### src/rtl/mem_access_pkg.sv
// Shared types and constants for the load/store front-end of the data RAM.
package mem_access_pkg;

   localparam int unsigned DEF_DATA_BUS_WIDTH = 16;
   localparam int unsigned DEF_ADDR_WIDTH     = 12;
   localparam int unsigned BYTE_WIDTH         = 8;

   // Byte lane select values for req_hi
   localparam logic LANE_LO = 1'b0;
   localparam logic LANE_HI = 1'b1;

   typedef enum logic [2:0] {
      IDLE = 3'd0,
      RD   = 3'd1,
      CAP  = 3'd2,
      WR   = 3'd3,
      RESP = 3'd4
   } state_e;

   // Latched control fields of an accepted request
   typedef struct packed {
      logic we;
      logic byte_acc;
      logic hi;
      logic sgn;
   } req_ctrl_t;

endpackage

### src/rtl/mem_byte_lane.sv
// Byte lane helper: extract/extend a lane for loads, merge a byte for stores.
// Only present when MEM_ACCESS_BYTE_EN is defined.
`ifdef MEM_ACCESS_BYTE_EN
module mem_byte_lane
   import mem_access_pkg::*;
#(
   parameter int unsigned DATA_BUS_WIDTH = DEF_DATA_BUS_WIDTH
) (
   input  logic [DATA_BUS_WIDTH-1:0] rd_word,
   input  logic                      lane_hi,
   input  logic                      sign_ext,
   input  logic [BYTE_WIDTH-1:0]     wr_byte,
   output logic [DATA_BUS_WIDTH-1:0] load_word_c,
   output logic [DATA_BUS_WIDTH-1:0] merge_word_c
);

   localparam int unsigned EXT_WIDTH = DATA_BUS_WIDTH - BYTE_WIDTH;

   logic [BYTE_WIDTH-1:0] lane_c;

   // Select the addressed lane and extend it into a full word
   always_comb begin
      lane_c      = rd_word[BYTE_WIDTH-1:0];
      if (lane_hi == LANE_HI) begin
         lane_c = rd_word[2*BYTE_WIDTH-1:BYTE_WIDTH];
      end
      load_word_c = {{EXT_WIDTH{sign_ext & lane_c[BYTE_WIDTH-1]}}, lane_c};
   end

   // Replace the addressed lane, keep the rest of the word
   always_comb begin
      merge_word_c = rd_word;
      if (lane_hi == LANE_HI) begin
         merge_word_c[2*BYTE_WIDTH-1:BYTE_WIDTH] = wr_byte;
      end else begin
         merge_word_c[BYTE_WIDTH-1:0] = wr_byte;
      end
   end

endmodule
`endif

### src/rtl/mem_access_ctrl.sv
// Load/store front-end driving a word-only synchronous RAM.
// Byte loads and read-modify-write byte stores exist when MEM_ACCESS_BYTE_EN
// is defined; otherwise every access is a word access.
module mem_access_ctrl
   import mem_access_pkg::*;
#(
   parameter int unsigned DATA_BUS_WIDTH = DEF_DATA_BUS_WIDTH,
   parameter int unsigned ADDR_WIDTH     = DEF_ADDR_WIDTH
) (
   input  logic                      clk,
   input  logic                      rst_n,
   input  logic                      req_valid,
   output logic                      req_ready,
   input  logic                      req_we,
   input  logic                      req_byte,
   input  logic                      req_hi,
   input  logic                      req_signed,
   input  logic [ADDR_WIDTH-1:0]     req_addr,
   input  logic [DATA_BUS_WIDTH-1:0] req_wdata,
   output logic                      resp_valid,
   input  logic                      resp_ready,
   output logic [DATA_BUS_WIDTH-1:0] resp_rdata,
   output logic [DATA_BUS_WIDTH-1:0] mem_address,
   output logic [DATA_BUS_WIDTH-1:0] mem_write_data,
   output logic                      mem_read_not_write,
   output logic                      mem_cs,
   input  logic [DATA_BUS_WIDTH-1:0] mem_read_data
);

   state_e state;
   logic   byte_req_c;

`ifdef MEM_ACCESS_BYTE_EN
   req_ctrl_t             ctrl_q;
   logic [BYTE_WIDTH-1:0] wbyte_q;
   logic [DATA_BUS_WIDTH-1:0] lane_load_c;
   logic [DATA_BUS_WIDTH-1:0] merge_word_c;
   logic [DATA_BUS_WIDTH-1:0] load_word_c;

   assign byte_req_c  = req_byte;
   assign load_word_c = ctrl_q.byte_acc ? lane_load_c : mem_read_data;

   // Latch the byte-access fields of an accepted request
   always_ff @(posedge clk or negedge rst_n) begin
      if (!rst_n) begin
         ctrl_q  <= '0;
         wbyte_q <= '0;
      end else if (state == IDLE && req_valid && req_ready) begin
         ctrl_q  <= '{we: req_we, byte_acc: req_byte, hi: req_hi, sgn: req_signed};
         wbyte_q <= req_wdata[BYTE_WIDTH-1:0];
      end
   end

   mem_byte_lane #(
      .DATA_BUS_WIDTH (DATA_BUS_WIDTH)
   ) u_byte_lane (
      .rd_word      (mem_read_data),
      .lane_hi      (ctrl_q.hi),
      .sign_ext     (ctrl_q.sgn),
      .wr_byte      (wbyte_q),
      .load_word_c  (lane_load_c),
      .merge_word_c (merge_word_c)
   );
`else
   logic unused_byte_fields;

   assign byte_req_c         = 1'b0;
   assign unused_byte_fields = ^{req_byte, req_hi, req_signed};
`endif

   // Access sequencer; every RAM pin and response output is a flop
   always_ff @(posedge clk or negedge rst_n) begin
      if (!rst_n) begin
         state              <= IDLE;
         req_ready          <= 1'b1;
         resp_valid         <= 1'b0;
         resp_rdata         <= '0;
         mem_cs             <= 1'b0;
         mem_read_not_write <= 1'b1;
         mem_address        <= '0;
         mem_write_data     <= '0;
      end else begin
         case (state)
            IDLE: begin
               if (req_valid && req_ready) begin
                  req_ready   <= 1'b0;
                  mem_cs      <= 1'b1;
                  mem_address <= DATA_BUS_WIDTH'(req_addr);
                  if (req_we && !byte_req_c) begin
                     state              <= WR;
                     mem_read_not_write <= 1'b0;
                     mem_write_data     <= req_wdata;
                  end else begin
                     state              <= RD;
                     mem_read_not_write <= 1'b1;
                  end
               end
            end
            RD: begin
               // RAM registers the word at this edge; data is visible in CAP
               state  <= CAP;
               mem_cs <= 1'b0;
            end
            CAP: begin
`ifdef MEM_ACCESS_BYTE_EN
               if (ctrl_q.we) begin
                  state              <= WR;
                  mem_cs             <= 1'b1;
                  mem_read_not_write <= 1'b0;
                  mem_write_data     <= merge_word_c;
               end else begin
                  state      <= RESP;
                  resp_valid <= 1'b1;
                  resp_rdata <= load_word_c;
               end
`else
               state      <= RESP;
               resp_valid <= 1'b1;
               resp_rdata <= mem_read_data;
`endif
            end
            WR: begin
               state              <= RESP;
               mem_cs             <= 1'b0;
               mem_read_not_write <= 1'b1;
               resp_valid         <= 1'b1;
               resp_rdata         <= '0;
            end
            RESP: begin
               if (resp_ready) begin
                  state      <= IDLE;
                  resp_valid <= 1'b0;
                  req_ready  <= 1'b1;
               end
            end
            default: begin
               state              <= IDLE;
               req_ready          <= 1'b1;
               resp_valid         <= 1'b0;
               mem_cs             <= 1'b0;
               mem_read_not_write <= 1'b1;
            end
         endcase
      end
   end

endmodule

### config.mk
export PLATFORM = sky130hd
export DESIGN_NAME = mem_access_ctrl
export DESIGN_NICKNAME = d
export VERILOG_FILES = /design/src/rtl/mem_access_pkg.sv /design/src/rtl/mem_byte_lane.sv /design/src/rtl/mem_access_ctrl.sv
export SDC_FILE = /design/constraint.sdc
export NUM_CORES = 1
export LEC_CHECK = 0
export CAP_MARGIN = 5
export CORE_MARGIN = 1
export CORE_UTILIZATION = 30
export DETAILED_ROUTE_END_ITERATION = 16
export GPL_ROUTABILITY_DRIVEN = 0
export PLACE_DENSITY = 0.65
export SYNTH_ARGS = -nofsm -noshare
export SYNTH_HDL_FRONTEND = slang
export SYNTH_HIERARCHICAL = 1
export SYNTH_SLANG_ARGS = --single-unit
export TNS_END_PERCENT = 10
### constraint.sdc
create_clock -name clk -period 1.6 [get_ports clk]
set_input_delay 0.24 -clock clk [delete_from_list [all_inputs] [get_ports clk]]
set_output_delay 0.24 -clock clk [all_outputs]
set_load 0.005 [all_outputs]
Word level (Yosys, flattened, before mapping):

Index checks and enable logic that the tools add are counted.

* register bits after elaboration: 51
* input bits: 52
* output and inout bits: 52
* logic and storage cells: 48

* equal/unequal tests: 6
* mux-type cells: 15
* bitwise operators: 4
* reductions and logical operators: 15

Operator list (count)
* $pmux 16 s2: 1
* $pmux 3 s4: 1
* $reduce_and 2->1: 5
* $eq 3x2->1 const B: 2
* $mux 1: 6
* $mux 3: 2
* $pmux 1 s3: 2
* $reduce_and 3->1: 2
* $reduce_or 2->1: 3
* $reduce_or 3->1: 2
* $ne 2x2->1 const B: 2
* $not 1->1: 4
* $pmux 1 s2: 2
* $eq 3x1->1 const B: 1
* $eq 3x3->1 const B: 1
* $logic_not 3->1: 1
* $mux 2: 1
* $reduce_bool 2->1: 1
* $logic_and 1x1->1: 1

Logic depth before layout (Yosys ltp):

* depth after elaboration: 4
* gate-level depth with buffers: 5

Least setup slack after synthesis:

Ideal clock, no wire load.

* kind: reg2reg
* start: register req_ready
* end: register mem_write_data[10]
* arrival: 1.371 ns
* setup slack: 0.104 ns
* cell stages (with the launch flop): 5
* buffers on the path: 1
* cells stage by stage: dfstp_2 and3b_2 nand3_4 buf_6 mux2_4

* cells in the longest elaborated chain, start to end: 2

Ends and longest elaborated chain
* from (decl): RTL line mem_access_ctrl.sv:13 `output logic req_ready,`
* from (signal assigned): RTL line mem_access_ctrl.sv:75 `req_ready <= 1'b1;`
* from (signal assigned): RTL line mem_access_ctrl.sv:86 `req_ready <= 1'b0;`
* from (signal assigned): RTL line mem_access_ctrl.sv:133 `req_ready <= 1'b1;`
* $logic_and 1x1->1: RTL line mem_access_ctrl.sv:85 `if (req_valid && req_ready) begin`
* $reduce_and 3->1 (no source line)
* to (signal assigned): RTL line mem_access_ctrl.sv:92 `mem_write_data <= req_wdata;`
* to (decl): RTL line mem_access_ctrl.sv:24 `output logic [DATA_BUS_WIDTH-1:0] mem_write_data,`

Every way passes these cells.
A chain may end at the register's enable or synchronous reset.

Worst setup path after layout:

* start: register req_ready
* end: register mem_write_data[14]

The elaborated chain is that of the path after synthesis.

==> impl_metrics.env <==
export IMPL_dieArea_mm2=0.00734
export IMPL_synth_top_area_cell="dfrtp_1"
export IMPL_maxCapViolations=0
export IMPL_synth_cells=164
export IMPL_ant_nets=0
export IMPL_cts_tree="done"
export IMPL_cts_root_buf="clkbuf_8"
export IMPL_rr_worst_depth=5
export IMPL_clock_sinks=51
export IMPL_yosys_top_cells_count="49 x dfrtp_1, 19 x mux2_2, 19 x nand2b_1"
export IMPL_syn2layout_area_growth_pct=59.0
export IMPL_clockBufferDepth=2
export IMPL_synth_distinct_cells=26
export IMPL_fin_setup_tns_ns=0
export IMPL_skew_ns=0.00654
export IMPL_slowest_delay_ns=0.56
export IMPL_worst_slack_ns=0.0487
export IMPL_fin_crit_ns=1.55
export IMPL_vias=1555
export IMPL_synth_most_common_cell="dfrtp_1"
export IMPL_numCtsBuffers=5
export IMPL_grt_max_degree=52
export IMPL_clockPowerShare=0.152
export IMPL_port_buffers=96
export IMPL_syn_area_mm2=0.00210
export IMPL_critPathLaunchType="register"
export IMPL_path_clk_slew_ns=0.09
export IMPL_synth_xor_area_frac=0
export IMPL_drive_above_1_share=0.201
export IMPL_synth_seq_cells=51
export IMPL_status="finished, final reports clean"
export IMPL_drt_total_wl_mm=4.41
export IMPL_p_comb_frac=0.397
export IMPL_start_util=0.309
export IMPL_p_per_area_mw_per_mm2=1410
export IMPL_synth_edf_count=0
export IMPL_clock_latency_ns=0.29
export IMPL_post_place_ws_ns=-0.0600
export IMPL_cp_end_kind="register"
export IMPL_viasPerCell=4.21
export IMPL_drc_errors=0
export IMPL_swShare=0.252
export IMPL_required_ns=1.79
export IMPL_num_rows=30
export IMPL_synth_top_cell_area_share=0.584
export IMPL_slowest_stage="dfstp_2"
export IMPL_yosys_top_cells_area="dfrtp_1 58%, mux2_2 10%, mux2_4 6.4%"
export IMPL_hp_class="in -> async"
export IMPL_ios=104
export IMPL_gr_total_overflow=0
export IMPL_postSynthAreaPerCell_um2=12.8
export IMPL_yosysSeqAreaShare=0.609
export IMPL_ir_worst_vdd_uv=611
export IMPL_finalHoldViolCount=0
export IMPL_crit_chain="buf_4 > and3b_2 > nand3_4 > buf_12 > mux2_4"
export IMPL_leakagePower_nw=1.51
export IMPL_grt_first_pass_wirelength_mm=7.14
export IMPL_drtPass1Iterations=4
export IMPL_power_total_w=0.00470
export IMPL_first_global_vias=1511
export IMPL_p_int_w=0.00352
export IMPL_antenna_found_initial=0
export IMPL_gr_usage_all_layers=0.125
export IMPL_crit_type="reg -> reg"
export IMPL_diodes=0
export IMPL_synth_compound_area_frac=0.0596
export IMPL_cp_data_arrival_time_ns=1.74
export IMPL_timing_max_transition_violations_final=0
export IMPL_wire_per_inst_um=12.0
export IMPL_die_w_um=85.7
export IMPL_core_mm2=0.00679
export IMPL_fin_cells=369
export IMPL_pwr_share_seq=0.451
export IMPL_dp_cells=357
export IMPL_synth_top_family_by_area="multiplexers"
export IMPL_fmaxAchievable_ghz=0.645
export IMPL_async_reset_ff_frac=1.00
export IMPL_h_tree_depth=2
export IMPL_synth_simple_area_share=0.123
export IMPL_yosys_warnings=6
export IMPL_grt_setup_unrepaired="no"
export IMPL_crit_fanout=14
export IMPL_nets=324
export IMPL_die_h_um=85.7
export IMPL_drt_iter0_drc=44
export IMPL_synth_mux_area_frac=0.166
export IMPL_period_share=0.970
export IMPL_power_net_switching_w=0.00118
export IMPL_synth_ff_type="dfrtp_1"
export IMPL_synth_fa_ha_area_frac=0
export IMPL_setup_viol=0
-- final cells by class --
type	count	area, µm²
clock buffers	6	72.6
well taps	96	120
multi-input cells	102	748
fillers	630	3460
flip-flops and latches	51	1280
repair buffers	110	1100
inverters	2	7.51
clock inverters	2	12.5
-- power by group through the flow --
stage | clock network [W] | registers, W | logic, W
after floorplan | 0 | 0.00219 | 0.000513
after global placement | 0 | 0.00213 | 0.00188
after detailed placement | 0 | 0.00215 | 0.00190
after CTS | 0.000766 | 0.00213 | 0.00190
after global routing | 0.000819 | 0.00218 | 0.00203
final | 0.000716 | 0.00212 | 0.00187
-- placed cells by master (no fill, tap or decap) --
cell type         n
and3b_2           1
clkinvlp_4        1
a21oi_1           2
nand3_4           1
inv_1             2
nor2_2            1
dlygate4sd3_1     1
buf_4            10
buf_12            3
nand2_1          17
conb_1            4
clkdlybuf4s50_1  93
a211oi_1          2
buf_2             1
nor3_1            1
nand2b_1         19
or3_1             1
clkbuf_1          1
mux2_2           19
nor4_1            1
nor2_1            3
a31oi_1           1
dfstp_2           2
dfrtp_1          49
mux2_4            9
dlygate4sd2_1     2
nand2_2           1
nor3b_1           1
clkinv_2          1
clkbuf_8          5
o21ai_0          17
o2bb2ai_1         1
-- final timing paths --
| path | from | end | slack, ns |
|---|---|---|---|
| setup / recovery | req_ready | mem_write_data[14] | 0.05 |
| max in group asynchronous | rst_n | req_ready | 0.82 |
| min in group clk | resp_rdata[5] | resp_rdata[5] | 0.49 |
| hold / removal | rst_n | resp_rdata[2] | 0.46 |
| hold reg to reg | resp_rdata[5] | resp_rdata[5] | 0.49 |
| setup reg to reg | req_ready | mem_write_data[14] | 0.05 |
-- routing by layer --
metal | vias up | track usage | share of wire
met5 | - | 0 | 0
met4 | 0 | 0.0409 | 0.0095
met3 | 5 | 0.0462 | 0.078
met2 | 62 | 0.193 | 0.45
met1 | 735 | 0.164 | 0.46
li1 | 753 | - | -
-- critical path, delay by kind of cell (launching register included) --
family	cells	cell delay, ns
buffers and inverters	2	0.27
flip-flops	1	0.56
multiplexers	1	0.30
AND/OR/NAND/NOR	2	0.31
-- logic make-up (layout without fill, tap and decap cells) --
group / after synthesis / count (layout)
AOI/OAI and AO/OA: 23 / 23
buffers and inverters: 14 / 120
DFF: 51 / 51
muxes: 28 / 28
other: 1 / 4
and+or+nand+nor: 47 / 47
-- metrics by stage --
step / area (µm²) / util / hold slack [ns]
final: 3340 / 0.491 / 0.456
after global routing: 3340 / 0.491 / 0.482
after CTS: 3330 / 0.490 / 0.483
after detailed placement: 3220 / 0.474 / 0.264
after global placement: 3220 / 0.474 / 0.258
after floorplan: 2110 / - / -0.0556
-- state kept, by name, summed over array words and instances (netlist names) --
register            count
resp_rdata             16
req_ready               1
state                   3
mem_write_data         16
mem_cs                  1
resp_valid              1
mem_address            12
mem_read_not_write      1
-- repair_timing --
action / 4_1_cts / 5_1_grt
buffers inserted: 2 / 1
gates resized for setup: 2 / 0
endpoints found under the setup margin: 2 / 2
hold buffers: 1 / 0
pin swaps: 0 / 0
endpoints found under the hold margin: 49 / 0
No activity file was read; power rests on OpenSTA's default activity.
